[src/rtl/bit_vector_adder_pkg.sv]
// bit_vector_adder_pkg: shared count-width helper and loop-based reference popcount
//   sum_width(n)        : bits needed to hold 0..n inclusive
//   popcount_ref(v, n)  : ones-count of the low n bits of v (n <= MAX_WIDTH)
package bit_vector_adder_pkg;
  localparam int MAX_WIDTH = 1024;
  function automatic int sum_width(input int n);
    return $clog2(n) + 1;
  endfunction
  function automatic int popcount_ref(input logic [MAX_WIDTH-1:0] v, input int n);
    int acc;
    acc = 0;
    for (int i = 0; i < MAX_WIDTH; i++)
      if (i < n) acc += int'(v[i]);
    return acc;
  endfunction
endpackage

[src/rtl/popcount_tree.sv]
// popcount_tree: recursive balanced adder tree counting the set bits of vector
//   vector : WIDTH-bit input
//   sum    : sum_width(WIDTH)-bit ones-count (combinational)
module popcount_tree import bit_vector_adder_pkg::*; #(
  parameter int WIDTH = 16
) (
  input  logic [WIDTH-1:0]            vector,
  output logic [sum_width(WIDTH)-1:0] sum
);
  if (WIDTH == 1) begin : g_leaf
    assign sum = vector;
  end else begin : g_split
    localparam int LO = WIDTH / 2;
    localparam int HI = WIDTH - LO;
    localparam int OW = sum_width(WIDTH);
    logic [sum_width(LO)-1:0] lo_sum;
    logic [sum_width(HI)-1:0] hi_sum;
    popcount_tree #(.WIDTH(LO)) u_lo (.vector(vector[LO-1:0]), .sum(lo_sum));
    popcount_tree #(.WIDTH(HI)) u_hi (.vector(vector[WIDTH-1:LO]), .sum(hi_sum));
    // widen both halves first so the carry out of the add is kept
    assign sum = OW'(lo_sum) + OW'(hi_sum);
  end
endmodule

[src/rtl/bit_vector_adder.sv]
// bit_vector_adder: registered popcount computed by an adder tree and a loop, cross-checked
//   clk, rst_n    : clock (rising edge), asynchronous active-low reset
//   in_valid      : capture vector this cycle
//   vector        : VECTOR_SIZE-bit input to count
//   out_valid     : sums hold a fresh result
//   sum_recursion : registered count from the adder tree
//   sum_for_loop  : registered count from the loop
//   mismatch      : registered, 1 when the two counts differ
module bit_vector_adder import bit_vector_adder_pkg::*; #(
  parameter  int VECTOR_SIZE = 16,
  localparam int SUM_W       = sum_width(VECTOR_SIZE)
) (
  input  logic                   clk,
  input  logic                   rst_n,
  input  logic                   in_valid,
  input  logic [VECTOR_SIZE-1:0] vector,
  output logic                   out_valid,
  output logic [SUM_W-1:0]       sum_recursion,
  output logic [SUM_W-1:0]       sum_for_loop,
  output logic                   mismatch
);
  logic [SUM_W-1:0] tree_sum;
  logic [SUM_W-1:0] loop_sum;
  popcount_tree #(.WIDTH(VECTOR_SIZE)) u_tree (.vector(vector), .sum(tree_sum));
  assign loop_sum = SUM_W'(popcount_ref(MAX_WIDTH'(vector), VECTOR_SIZE));
  always_ff @(posedge clk or negedge rst_n)
    if (!rst_n) begin
      out_valid     <= 1'b0;
      sum_recursion <= '0;
      sum_for_loop  <= '0;
      mismatch      <= 1'b0;
    end else begin
      out_valid <= in_valid;
      if (in_valid) begin
        sum_recursion <= tree_sum;
        sum_for_loop  <= loop_sum;
        mismatch      <= tree_sum != loop_sum;
      end
    end
endmodule

[config.mk]
export PLATFORM = sky130hd
export DESIGN_NAME = bit_vector_adder
export DESIGN_NICKNAME = d
export VERILOG_FILES = /design/src/rtl/bit_vector_adder_pkg.sv /design/src/rtl/popcount_tree.sv /design/src/rtl/bit_vector_adder.sv
export SDC_FILE = /design/constraint.sdc
export NUM_CORES = 1
export LEC_CHECK = 0
export BUFFER_PORTS_ARGS = -buffer_cell sky130_fd_sc_hd__buf_2
export CAP_MARGIN = 15
export CORE_MARGIN = 3
export CORE_UTILIZATION = 40
export DETAILED_ROUTE_END_ITERATION = 10
export GPL_TIMING_DRIVEN = 0
export PLACE_DENSITY = 0.76
export RECOVER_POWER = 50
export SYNTH_ARGS = -nofsm -noshare
export SYNTH_HDL_FRONTEND = slang
export SYNTH_SLANG_ARGS = --single-unit
[constraint.sdc]
create_clock -name clk -period 1.32 [get_ports clk]
set_input_delay 0.132 -clock clk [delete_from_list [all_inputs] [get_ports clk]]
set_output_delay 0.132 -clock clk [all_outputs]
set_load 0.01 [all_outputs]
## Word level (Yosys, flattened, before mapping)

Cells that the tools add are included.

- Equality and inequality tests: 1
- Add/subtract/negate cells: 30

Operator list:

| kind | count |
|---|---|
| $add 5x1->5 | 11 |
| $add 1x1->2 | 9 |
| $add 2x2->3 | 4 |
| $add 3x3->4 | 2 |
| $add 4x1->5 | 1 |
| $add 4x4->5 | 1 |
| $ne 5x5->1 | 1 |
| $add 3x1->4 | 1 |
| $add 2x1->3 | 1 |

- Bits in registers: 12
- Word-level logic and storage cells: 35
- Input port bits: 19

## Longest topological paths before layout

Gate-level depths: netlist (run 1).

- Depth in word-level cells: 16
- Gate-level depth with buffers: 12

## Hierarchy

From an unflattened synthesis (run 1), not the netlist that was laid out.

- Cell total of the unflattened synthesis: 172
- Area total of the unflattened synthesis: 1,652.8 um2

By module, submodules not included:

| module | cells an instance | instances | area each (um2) |
|---|---|---|---|
| bit_vector_adder | 80 | 1 | 900.9 |
| popcount_tree (u_tree.g_split.u_hi.g_split.u_hi ...) | 7 | 4 | 51.3 |
| popcount_tree (u_tree.g_split.u_hi ...) | 12 | 2 | 95.1 |
| popcount_tree (u_tree) | 16 | 1 | 136.4 |
| popcount_tree (u_tree.g_split.u_hi.g_split.u_hi.g_split.u_hi.g_split.u_hi ...) | 1 | 16 | 7.5 |
| popcount_tree (u_tree.g_split.u_hi.g_split.u_hi.g_split.u_hi ...) | 1 | 8 | 12.5 |

## Worst setup path after synthesis (run 1)

Ideal clock, no wire load.

- Path kind: in2reg
- From: input port vector[0]
- To: register sum_recursion[1]
- Path buffers: 0
- Library setup time: 0.127 ns
- Slack: -1.949 ns
- Arrival: 3.142 ns
- Stages on the path: 11
- Data required time: 1.193 ns
- Path through: inv_1 fa_1 inv_1 fa_1 fa_1 inv_1 fa_1 inv_1 ha_1 fa_1 mux2_1

- Cells in the longest elaborated chain, start to end: 4

RTL lines:

| item | line | text |
|---|---|---|
| start, declared | bit_vector_adder.sv:16 | `input logic [VECTOR_SIZE-1:0] vector,` |
| $add 1x1->2 | popcount_tree.sv:21 | `assign sum = OW'(lo_sum) + OW'(hi_sum);` |
| $add 2x2->3 | popcount_tree.sv:21 |  |
| $add 3x3->4 | popcount_tree.sv:21 |  |
| $add 4x4->5 | popcount_tree.sv:21 |  |
| end signal, assigned | bit_vector_adder.sv:35 | `sum_recursion <= tree_sum;` |
| end, declared | bit_vector_adder.sv:18 | `output logic [SUM_W-1:0] sum_recursion,` |

No other way between the ends.
A chain may end at the register's enable or synchronous reset.

## Final worst setup path (run 1)

Ends and elaborated chain as after synthesis.

==> impl_metrics.ini, run 1 <==
[sta]
hold_slack_ns = 0.0482
final-max-slew-violation-count = 0
setup_viol = 5
worst_slack_ns = -1.78
maxClockFrequency_mhz = 322
grt_setup_unrepaired = yes
hold_violations = 0
final_min_period_over_clock_period_pct = 235
minimum_clock_period_ns = 3.10
skew_ns = 0

[synth]
yosys.area.top_type = sky130_fd_sc_hd__fa_1
yosysMostFrequentCell = sky130_fd_sc_hd__inv_1
postSynth.topFlopCell = sky130_fd_sc_hd__dfrtp_1
synthTopCellsByArea = sky130_fd_sc_hd__fa_1 31%, sky130_fd_sc_hd__dfrtp_1 23%, sky130_fd_sc_hd__inv_1 10%
synthTopCellsByCount = 17 x sky130_fd_sc_hd__inv_1, 10 x sky130_fd_sc_hd__fa_1, 6 x sky130_fd_sc_hd__buf_4, 6 x sky130_fd_sc_hd__dfrtp_1, 5 x sky130_fd_sc_hd__ha_1
synth.avg_cell_area_sq_um = 10.7
distinct_cell_type_count_of_the_synthesized_netlist = 19
count_of_flip_flops_with_a_built_in_enable_after_synthesis = 0
yosys_register_bits = 6
syn-num-nets = 94
ys.warnings.count = 0
cell_area_after_synthesis_sq_um = 639
postSynth.asyncResetShare_pct = 100
netlist.area_leader.share_pct = 31.3
seq_area_frac_synth_pct = 23.5
syn_inst = 60

[worst_setup_path]
worstReg2RegEnd = sum_recursion[3]
r2r-start = sum_recursion[3]
critPathMaxFanout = 2
crit_chain = buf_8 > inv_8 > fa_1 > inv_2 > fa_2 > fa_1 > inv_2 > fa_1 > inv_2 > ha_4 > fa_2 > mux2_4
critical_path_required_ns = 1.45
reg2reg_slack_ns = 0.30
critPathMaxStageDelay_ns = 0.54
reg2regPathDepth = 3
timing.critical_path.slowest_stage_cell = sky130_fd_sc_hd__fa_1
setup.worst_path.start_class = input port
crit_type = in2reg
setup.worst_path.end_class = flop
cp_data_arrival_time_ns = 3.23

[outcome]
violated_checks = negative setup slack
result_of_the_run = finished with violations

[clock_tree]
cts_sinks = 6
root_buffer = sky130_fd_sc_hd__clkbuf_4
h-tree-depth = 1
cts_tree = yes
insertion_delay_ns = 0.24
clkTransAtPathRegs_ns = 0.05
cts_buffers = 3
clock_tree.buffer_depth = 2

[die]
core_region_area_sq_um = 1400
die_w_um = 46.0
start_util_pct = 45.7
placement_rows = 13
pin_count = 31
floorplan.die_area_sq_um = 2110
fp.dieH_um = 46.0

[global_routing]
number_of_antenna_violations_at_the_first_check_in_global_routing = 0
global_route_wire_length_before_repair_um = 2130
pin_count_of_the_biggest_net_entering_global_routing = 11
first_global_vias = 541
gr-usage-met1_pct = 13.4
grt_util_met3_pct = 4.74
grt.met2_usage_pct = 29.7
top_usage_layer = met2
grt_remaining_overflow = 0
grtUsageTotal_pct = 14.9

[placed_design]
globalplace.congestion = 0.759
numPortBuffers = 29
dp_hpwl_um = 1200

[hold_path]
min_delay_worst_endpoint = out_valid
min_delay_path_depth = 1
beginning_of_the_worst_hold_path = in_valid
worst_hold_path_type = in2reg

[cells_and_area]
combined_area_of_the_multi_input_logic_cells_sq_um = 405
antennaDiodeCount = 0
final.fill_count = 116
final_core_utilization_pct = 63.8
layout.nets = 130
drive_gt1_share_pct = 51.1
synthToLayoutAreaGrowth_pct = 39.5
ff_latch_area_sq_um = 150

[route]
drc_errors = 0
routed_wire_length_per_instance_um = 12.2
first_pass_iters = 2
num_vias = 517
via_per_inst = 4.74
ant_nets = 0
route.final.wire_length_um = 1330
first_iter_violations = 1

[pwr]
total_leakage_power_nw = 0.482
power_density_nw_per_um2 = 1830
ir_drop_uv = 887

[flow_run]
max-cap-violations = 0
## logic make-up (layout without fill, tap and decap cells)
group,Yosys count,count (layout),share of synthesized area (%)
compound gates,6,6,6.46
xor+xnor,1,1,1.37
fa+ha+maj,15,15,41.1
buf+inv,24,58,18.8
flops,6,6,23.5
mux,2,2,3.52
other cells,1,1,0.587
simple gates,5,5,4.70
## how the worst max path moves through the flow
| stage | slack [ns] | startpoint | cells after the start | end |
|---|---|---|---|---|
| after floorplan | -1.86 | vector[0] | 11 | sum_recursion[1] |
| after global placement | -2.07 | vector[0] | 12 | sum_recursion[1] |
| after detailed placement | -2.12 | vector[0] | 12 | sum_recursion[1] |
| after CTS | -1.81 | vector[0] | 12 | sum_recursion[1] |
| after global routing | -1.81 | vector[0] | 12 | sum_recursion[1] |
| final | -1.78 | vector[0] | 12 | sum_recursion[1] |
## per-layer routing
metal / wire length, um / vias up
met1: 436 / 253
met4: 12 / 0
met3: 52 / 2
li1: - / 247
met2: 829 / 15
met5: 0 / -
## placed cells by master, fill, tap and decap left out, drive strengths merged
cell | Yosys | layout
a311oi | 1 | 1
a21oi | 2 | 2
dlygate4sd3 | 0 | 1
nor2 | 1 | 1
o311ai | 1 | 1
dfrtp | 6 | 6
inv | 17 | 17
nor4bb | 1 | 1
conb | 1 | 1
xnor2 | 1 | 1
fa | 10 | 10
mux2 | 2 | 2
buf | 7 | 33
ha | 5 | 5
nand4 | 1 | 1
nand2 | 1 | 1
o22ai | 1 | 1
a21o | 1 | 1
clkbuf | 0 | 7
nor2b | 1 | 1
## critical path, delay by kind of cell
kind / cells / cell delay (ns)
buffers and inverters: 5 / 0.23
muxes: 1 / 0.26
adders and majority gates: 6 / 2.59
## report_power, final
part | total [mW] | switching, mW | internal (mW)
Sequential | 0.302 | 0.0456 | 0.257
Clock | 0.168 | 0.0655 | 0.103
Combinational | 1.16 | 0.535 | 0.623
Total | 1.63 | 0.647 | 0.982
## through the flow
step           power, mW  area, sq um  instances  setup TNS (ns)  worst slack [ns]
4_1_cts             1.66          897        109           -8.41             -1.81
2_1_floorplan       1.06          672         60           -8.28             -1.86
3_3_place_gp        1.31          836        104           -9.39             -2.07
5_1_grt             1.79          892        109           -8.46             -1.81
3_5_place_dp        1.37          836        104           -9.60             -2.12
6_report            1.63          892        109           -8.21             -1.78
## sequential cells by signal (all words and copies together) (netlist names)
signal,flops
sum_recursion,5
out_valid,1
## cell type report
type / count / area share (%)
Multi-Input combinational cell: 30 / 45.4
Clock buffer: 3 / 2.52
Inverter: 17 / 7.99
Tap cell: 15 / 2.10
Sequential cell: 6 / 16.8
Buffer: 7 / 6.31
Timing Repair Buffer: 31 / 18.8
## what timing repair did
item / in CTS / in global routing
resized for setup: 7 / 0
buffers inserted: 1 / 0
endpoints found under the hold margin: 6 / 0
hold buffers: 1 / 0
pin swaps: 4 / 3
endpoints found under the setup margin: 5 / 5
Note: power is estimated with default switching activity, not from simulation.
==> inputs of run 2 (changes only) <==
--- a/config.mk
+++ b/config.mk
@@ -7,7 +7,7 @@
 export LEC_CHECK = 0
 export BUFFER_PORTS_ARGS = -buffer_cell sky130_fd_sc_hd__buf_2
 export CAP_MARGIN = 15
-export CORE_MARGIN = 3
+export CORE_MARGIN = 2
 export CORE_UTILIZATION = 40
 export DETAILED_ROUTE_END_ITERATION = 10
 export GPL_TIMING_DRIVEN = 0
==> impl_metrics.ini, run 2 (synthesis results as in run 1) <==
[cells_and_area]
commonest_cells_after_routing_fill_and_taps_aside = 23 x sky130_fd_sc_hd__buf_2, 12 x sky130_fd_sc_hd__inv_1, 8 x sky130_fd_sc_hd__fa_1
final_core_utilization_pct = 59.6
reg.largest.list = sum_recursion: 5 flops, out_valid: 1 flops
final_common_cell = sky130_fd_sc_hd__buf_2
drive_gt1_share_pct = 52.7
instances_no_fill = 109
synthToLayoutAreaGrowth_pct = 40.5
antennaDiodeCount = 0
largest_reg_flops = 5
register_ranked_first_by_flip_flop_count = sum_recursion
layout.nets = 129

[worst_setup_path]
r2r-start = sum_recursion[3]
setup.worst_path.start_class = input port
worstReg2RegEnd = sum_recursion[3]
cp_data_arrival_time_ns = 3.17
crit_type = in2reg
setup.worst_path.end_class = flop
critical_path_required_ns = 1.45
cp-startpoint = vector[0]
reg2reg_slack_ns = 0.29
critPathMaxFanout = 2
reg2regPathDepth = 3

[placed_design]
numPortBuffers = 29
placed_cells = 105
globalplace.congestion = 0.705
dp_worst_setup_slack_ns = -2.09
dp_hpwl_um = 1010

[clock_tree]
cts_tree = yes
clock_tree.buffer_depth = 2
insertion_delay_ns = 0.24
root_buffer = sky130_fd_sc_hd__clkbuf_4
cts_buffers = 3
cts_sinks = 6
h-tree-depth = 1
post-cts-setup-buffer-count = 0
clkTransAtPathRegs_ns = 0.04

[sta]
skew_ns = 0
grt_setup_unrepaired = yes
maxClockFrequency_mhz = 328
minimum_clock_period_ns = 3.05
setup_viol = 5
worst_slack_ns = -1.73
hold_violations = 0
final-max-slew-violation-count = 0
final_min_period_over_clock_period_pct = 231
hold_slack_ns = 0.0287

[pwr]
total_leakage_power_nw = 0.478
power.switching_mw = 0.628
comb_power_share_pct = 70.5
ir_drop_uv = 808
power_report.internal_total_mw = 0.968
clkPwrFrac_pct = 10.4
power_frac_seq_pct = 19.1
power_density_nw_per_um2 = 1780
power.share.switching_pct = 39.4

[die]
fp.dieH_um = 44.0
start_util_pct = 42.4
floorplan.die_area_sq_um = 1930
pin_count = 31
die_w_um = 44.0
placement_rows = 14
core_region_area_sq_um = 1510

[global_routing]
grtUsageTotal_pct = 14.7
number_of_antenna_violations_at_the_first_check_in_global_routing = 0
first_global_vias = 521
grt.met2_usage_pct = 24.7
gr-usage-met1_pct = 18.2
top_usage_layer = met2
pin_count_of_the_biggest_net_entering_global_routing = 11
grt_util_met3_pct = 6.25
grt_remaining_overflow = 0
global_route_wire_length_before_repair_um = 2090

[route]
first_iter_violations = 5
via_per_inst = 4.50
first_pass_iters = 4
routed_wire_length_per_instance_um = 10.3
route.final.wire_length_um = 1120
num_vias = 490
ant_nets = 0
drc_errors = 0

[outcome]
violated_checks = negative setup slack
result_of_the_run = finished with violations

[hold_path]
min_delay_path_depth = 1
min_delay_worst_endpoint = out_valid
beginning_of_the_worst_hold_path = in_valid
worst_hold_path_type = in2reg

[flow_run]
max-cap-violations = 0
==> run 2: layer usage <==
metal	part of all wire, %	wire (um)
met2	56	632
met1	39	433
met4	0	0
met5	0	0
met3	4.8	54
==> run 2: worst max path at each step <==
stage / endpoint / cells after the start
after floorplan: sum_recursion[1] / 11
after global placement: sum_recursion[1] / 12
after detailed placement: sum_recursion[1] / 12
after CTS: sum_recursion[1] / 12
after global routing: sum_recursion[1] / 12
final: sum_recursion[1] / 12
==> run 2: area by class of cell <==
type / instances / area (sq um)
fillers: 141 / 608
multi-input cells: 30 / 412
repair buffers: 30 / 166
flip-flops and latches: 6 / 150
inverters: 17 / 71.3
plain buffers: 7 / 56.3
clock buffers: 3 / 22.5
well taps: 16 / 20.0
==> run 2: critical path: stages <==
cell                     delay (ns)
sky130_fd_sc_hd__buf_8         0.08
sky130_fd_sc_hd__inv_8         0.02
sky130_fd_sc_hd__fa_1          0.54
sky130_fd_sc_hd__inv_2         0.04
sky130_fd_sc_hd__fa_2          0.46
sky130_fd_sc_hd__fa_1          0.49
sky130_fd_sc_hd__inv_1         0.05
sky130_fd_sc_hd__fa_1          0.49
sky130_fd_sc_hd__inv_2         0.05
sky130_fd_sc_hd__ha_4          0.15
sky130_fd_sc_hd__fa_2          0.40
sky130_fd_sc_hd__mux2_4        0.26
==> run 2: power by group through the flow <==
| stage | clock network, mW | logic, mW | registers, mW |
|---|---|---|---|
| after floorplan | 0 | 0.724 | 0.335 |
| after global placement | 0 | 1.01 | 0.300 |
| after detailed placement | 0 | 1.04 | 0.306 |
| after CTS | 0.176 | 1.08 | 0.305 |
| after global routing | 0.183 | 1.29 | 0.311 |
| final | 0.166 | 1.13 | 0.305 |
==> run 2: stage by stage <==
step	cell area, sq um	total power [mW]	setup TNS (ns)
floorplan	672	1.06	-8.28
global placement	837	1.31	-9.41
detailed placement	837	1.34	-9.50
CTS	882	1.57	-7.97
global route	898	1.79	-8.38
finish	898	1.60	-7.86
==> run 2: timing repair <==
action / in CTS / in global routing
gates resized for setup: 5 / 5
endpoints found under the hold margin: 6 / 0
pin swaps: 6 / 5
hold buffers: 1 / 0
setup endpoints to repair: 5 / 5
==> inputs of run 3 (changes only) <==
--- a/config.mk
+++ b/config.mk
@@ -8,11 +8,11 @@
 export BUFFER_PORTS_ARGS = -buffer_cell sky130_fd_sc_hd__buf_2
 export CAP_MARGIN = 15
 export CORE_MARGIN = 2
-export CORE_UTILIZATION = 40
+export CORE_UTILIZATION = 39
 export DETAILED_ROUTE_END_ITERATION = 10
 export GPL_TIMING_DRIVEN = 0
-export PLACE_DENSITY = 0.76
-export RECOVER_POWER = 50
+export PLACE_DENSITY = 0.74
+export RECOVER_POWER = 100
 export SYNTH_ARGS = -nofsm -noshare
 export SYNTH_HDL_FRONTEND = slang
 export SYNTH_SLANG_ARGS = --single-unit
==> impl_metrics.ini, run 3 (synthesis results as in run 1) <==
[cells_and_area]
antennaDiodeCount = 0
reg.largest.list = sum_recursion: 5 flops, out_valid: 1 flops
layout.nets = 130
final.fill_count = 146
instances_no_fill = 110
register_ranked_first_by_flip_flop_count = sum_recursion
drive_gt1_share_pct = 42.6
largest_reg_flops = 5
final_core_utilization_pct = 58.2
commonest_cells_after_routing_fill_and_taps_aside = 14 x sky130_fd_sc_hd__buf_2, 13 x sky130_fd_sc_hd__clkbuf_1, 11 x sky130_fd_sc_hd__inv_1
synthToLayoutAreaGrowth_pct = 38.7
final_common_cell = sky130_fd_sc_hd__buf_2

[hold_path]
beginning_of_the_worst_hold_path = in_valid
worst_hold_path_type = in2reg

[clock_tree]
clkTransAtPathRegs_ns = 0.04
clock_tree.buffer_depth = 2
cts_sinks = 6
insertion_delay_ns = 0.24
h-tree-depth = 1
root_buffer = sky130_fd_sc_hd__clkbuf_4
cts_buffers = 3
cts_tree = yes

[worst_setup_path]
r2r-start = sum_recursion[3]
timing.critical_path.slowest_stage_cell = sky130_fd_sc_hd__fa_1
cp-startpoint = vector[3]
critPathMaxStageDelay_ns = 0.54
critical_path_required_ns = 1.44
cp_data_arrival_time_ns = 3.19
crit_type = in2reg
setup.worst_path.start_class = input port
reg2reg_slack_ns = 0.29
setup.worst_path.end_class = flop
critPathMaxFanout = 2
crit_chain = buf_8 > inv_4 > fa_1 > inv_2 > fa_2 > fa_1 > inv_2 > fa_1 > inv_2 > ha_4 > fa_2 > mux2_4

[placed_design]
placed_cells = 105
numPortBuffers = 29
globalplace.congestion = 0.738
dp_hpwl_um = 1020

[route]
ant_nets = 0
num_vias = 493
via_per_inst = 4.48
drc_errors = 0
routed_wire_length_per_instance_um = 10.2
route.final.wire_length_um = 1120
first_iter_violations = 5
first_pass_iters = 3

[die]
pin_count = 31
fp.dieH_um = 44.5
floorplan.die_area_sq_um = 1980
placement_rows = 14
die_w_um = 44.5
start_util_pct = 42.0
core_region_area_sq_um = 1520

[sta]
skew_ns = 0
maxClockFrequency_mhz = 325
minimum_clock_period_ns = 3.07
worst_slack_ns = -1.75
final-max-slew-violation-count = 0
fin_setup_tns_ns = -8.03
setup_viol = 5
hold_violations = 0
final_min_period_over_clock_period_pct = 233
grt_setup_unrepaired = yes

[pwr]
ir_drop_uv = 797
power_density_nw_per_um2 = 1780
total_leakage_power_nw = 0.454
power.total_mw = 1.58

[global_routing]
first_global_vias = 535
global_route_wire_length_before_repair_um = 2060
grtUsageTotal_pct = 14.5
grt_remaining_overflow = 0
number_of_antenna_violations_at_the_first_check_in_global_routing = 0
pin_count_of_the_biggest_net_entering_global_routing = 11

[flow_run]
max-cap-violations = 0

[outcome]
result_of_the_run = finished with violations
violated_checks = negative setup slack
## run 3: repair_timing
action	4_1_cts	5_1_grt
gates resized for setup	5	4
endpoints found under the setup margin	5	5
buffers inserted	0	1
pin swaps	6	2
hold buffers	1	0
endpoints found under the hold margin	6	0
## run 3: worst paths after layout
kind | endpoint | cells past startpoint
setup / recovery | sum_recursion[1] | 12
max in group asynchronous | sum_recursion[1] | 2
hold reg to reg | sum_recursion[0] | 1
setup reg to reg | sum_recursion[3] | 3
min in group asynchronous | sum_recursion[3] | 2
hold / removal | out_valid | 1
## run 3: area by class of cell
| type | count | area, sq um | share of cell area (%) |
|---|---|---|---|
| Buffer | 7 | 56.3 | 6.35 |
| Clock buffer | 3 | 22.5 | 2.54 |
| Inverter | 17 | 73.8 | 8.32 |
| Multi-Input combinational cell | 30 | 405 | 45.7 |
| Sequential cell | 6 | 150 | 16.9 |
| Tap cell | 16 | 20.0 | 2.26 |
| Timing Repair Buffer | 31 | 159 | 17.9 |
## run 3: worst max-delay path: cells and delay by family
family | cells | cell delay, ns
mux | 1 | 0.27
fa+ha+maj | 6 | 2.56
buf+inv | 5 | 0.23
## run 3: stage by stage
stage	hold slack (ns)	setup slack, ns	cell area (sq um)
2_1_floorplan	-0.164	-1.86	672
3_5_place_dp	-0.0402	-2.09	837
5_1_grt	0.0207	-1.83	887
6_report	0.0330	-1.75	887
3_3_place_gp	-0.0421	-2.06	837
4_1_cts	0.0137	-1.76	882
## run 3: layer usage
layer / routed length, um / vias to the layer above / GRT usage, %
met5: 0 / - / 0
met4: 0 / 0 / 3.03
met3: 43 / 0 / 6.53
met2: 670 / 12 / 26.4
met1: 406 / 235 / 15.3
li1: - / 246 / -
## run 3: power by group
| group | internal, mW | switching, mW | total, mW |
|---|---|---|---|
| Combinational | 0.586 | 0.528 | 1.11 |
| Clock | 0.102 | 0.0585 | 0.161 |
| Sequential | 0.257 | 0.0487 | 0.306 |
| Total | 0.945 | 0.635 | 1.58 |
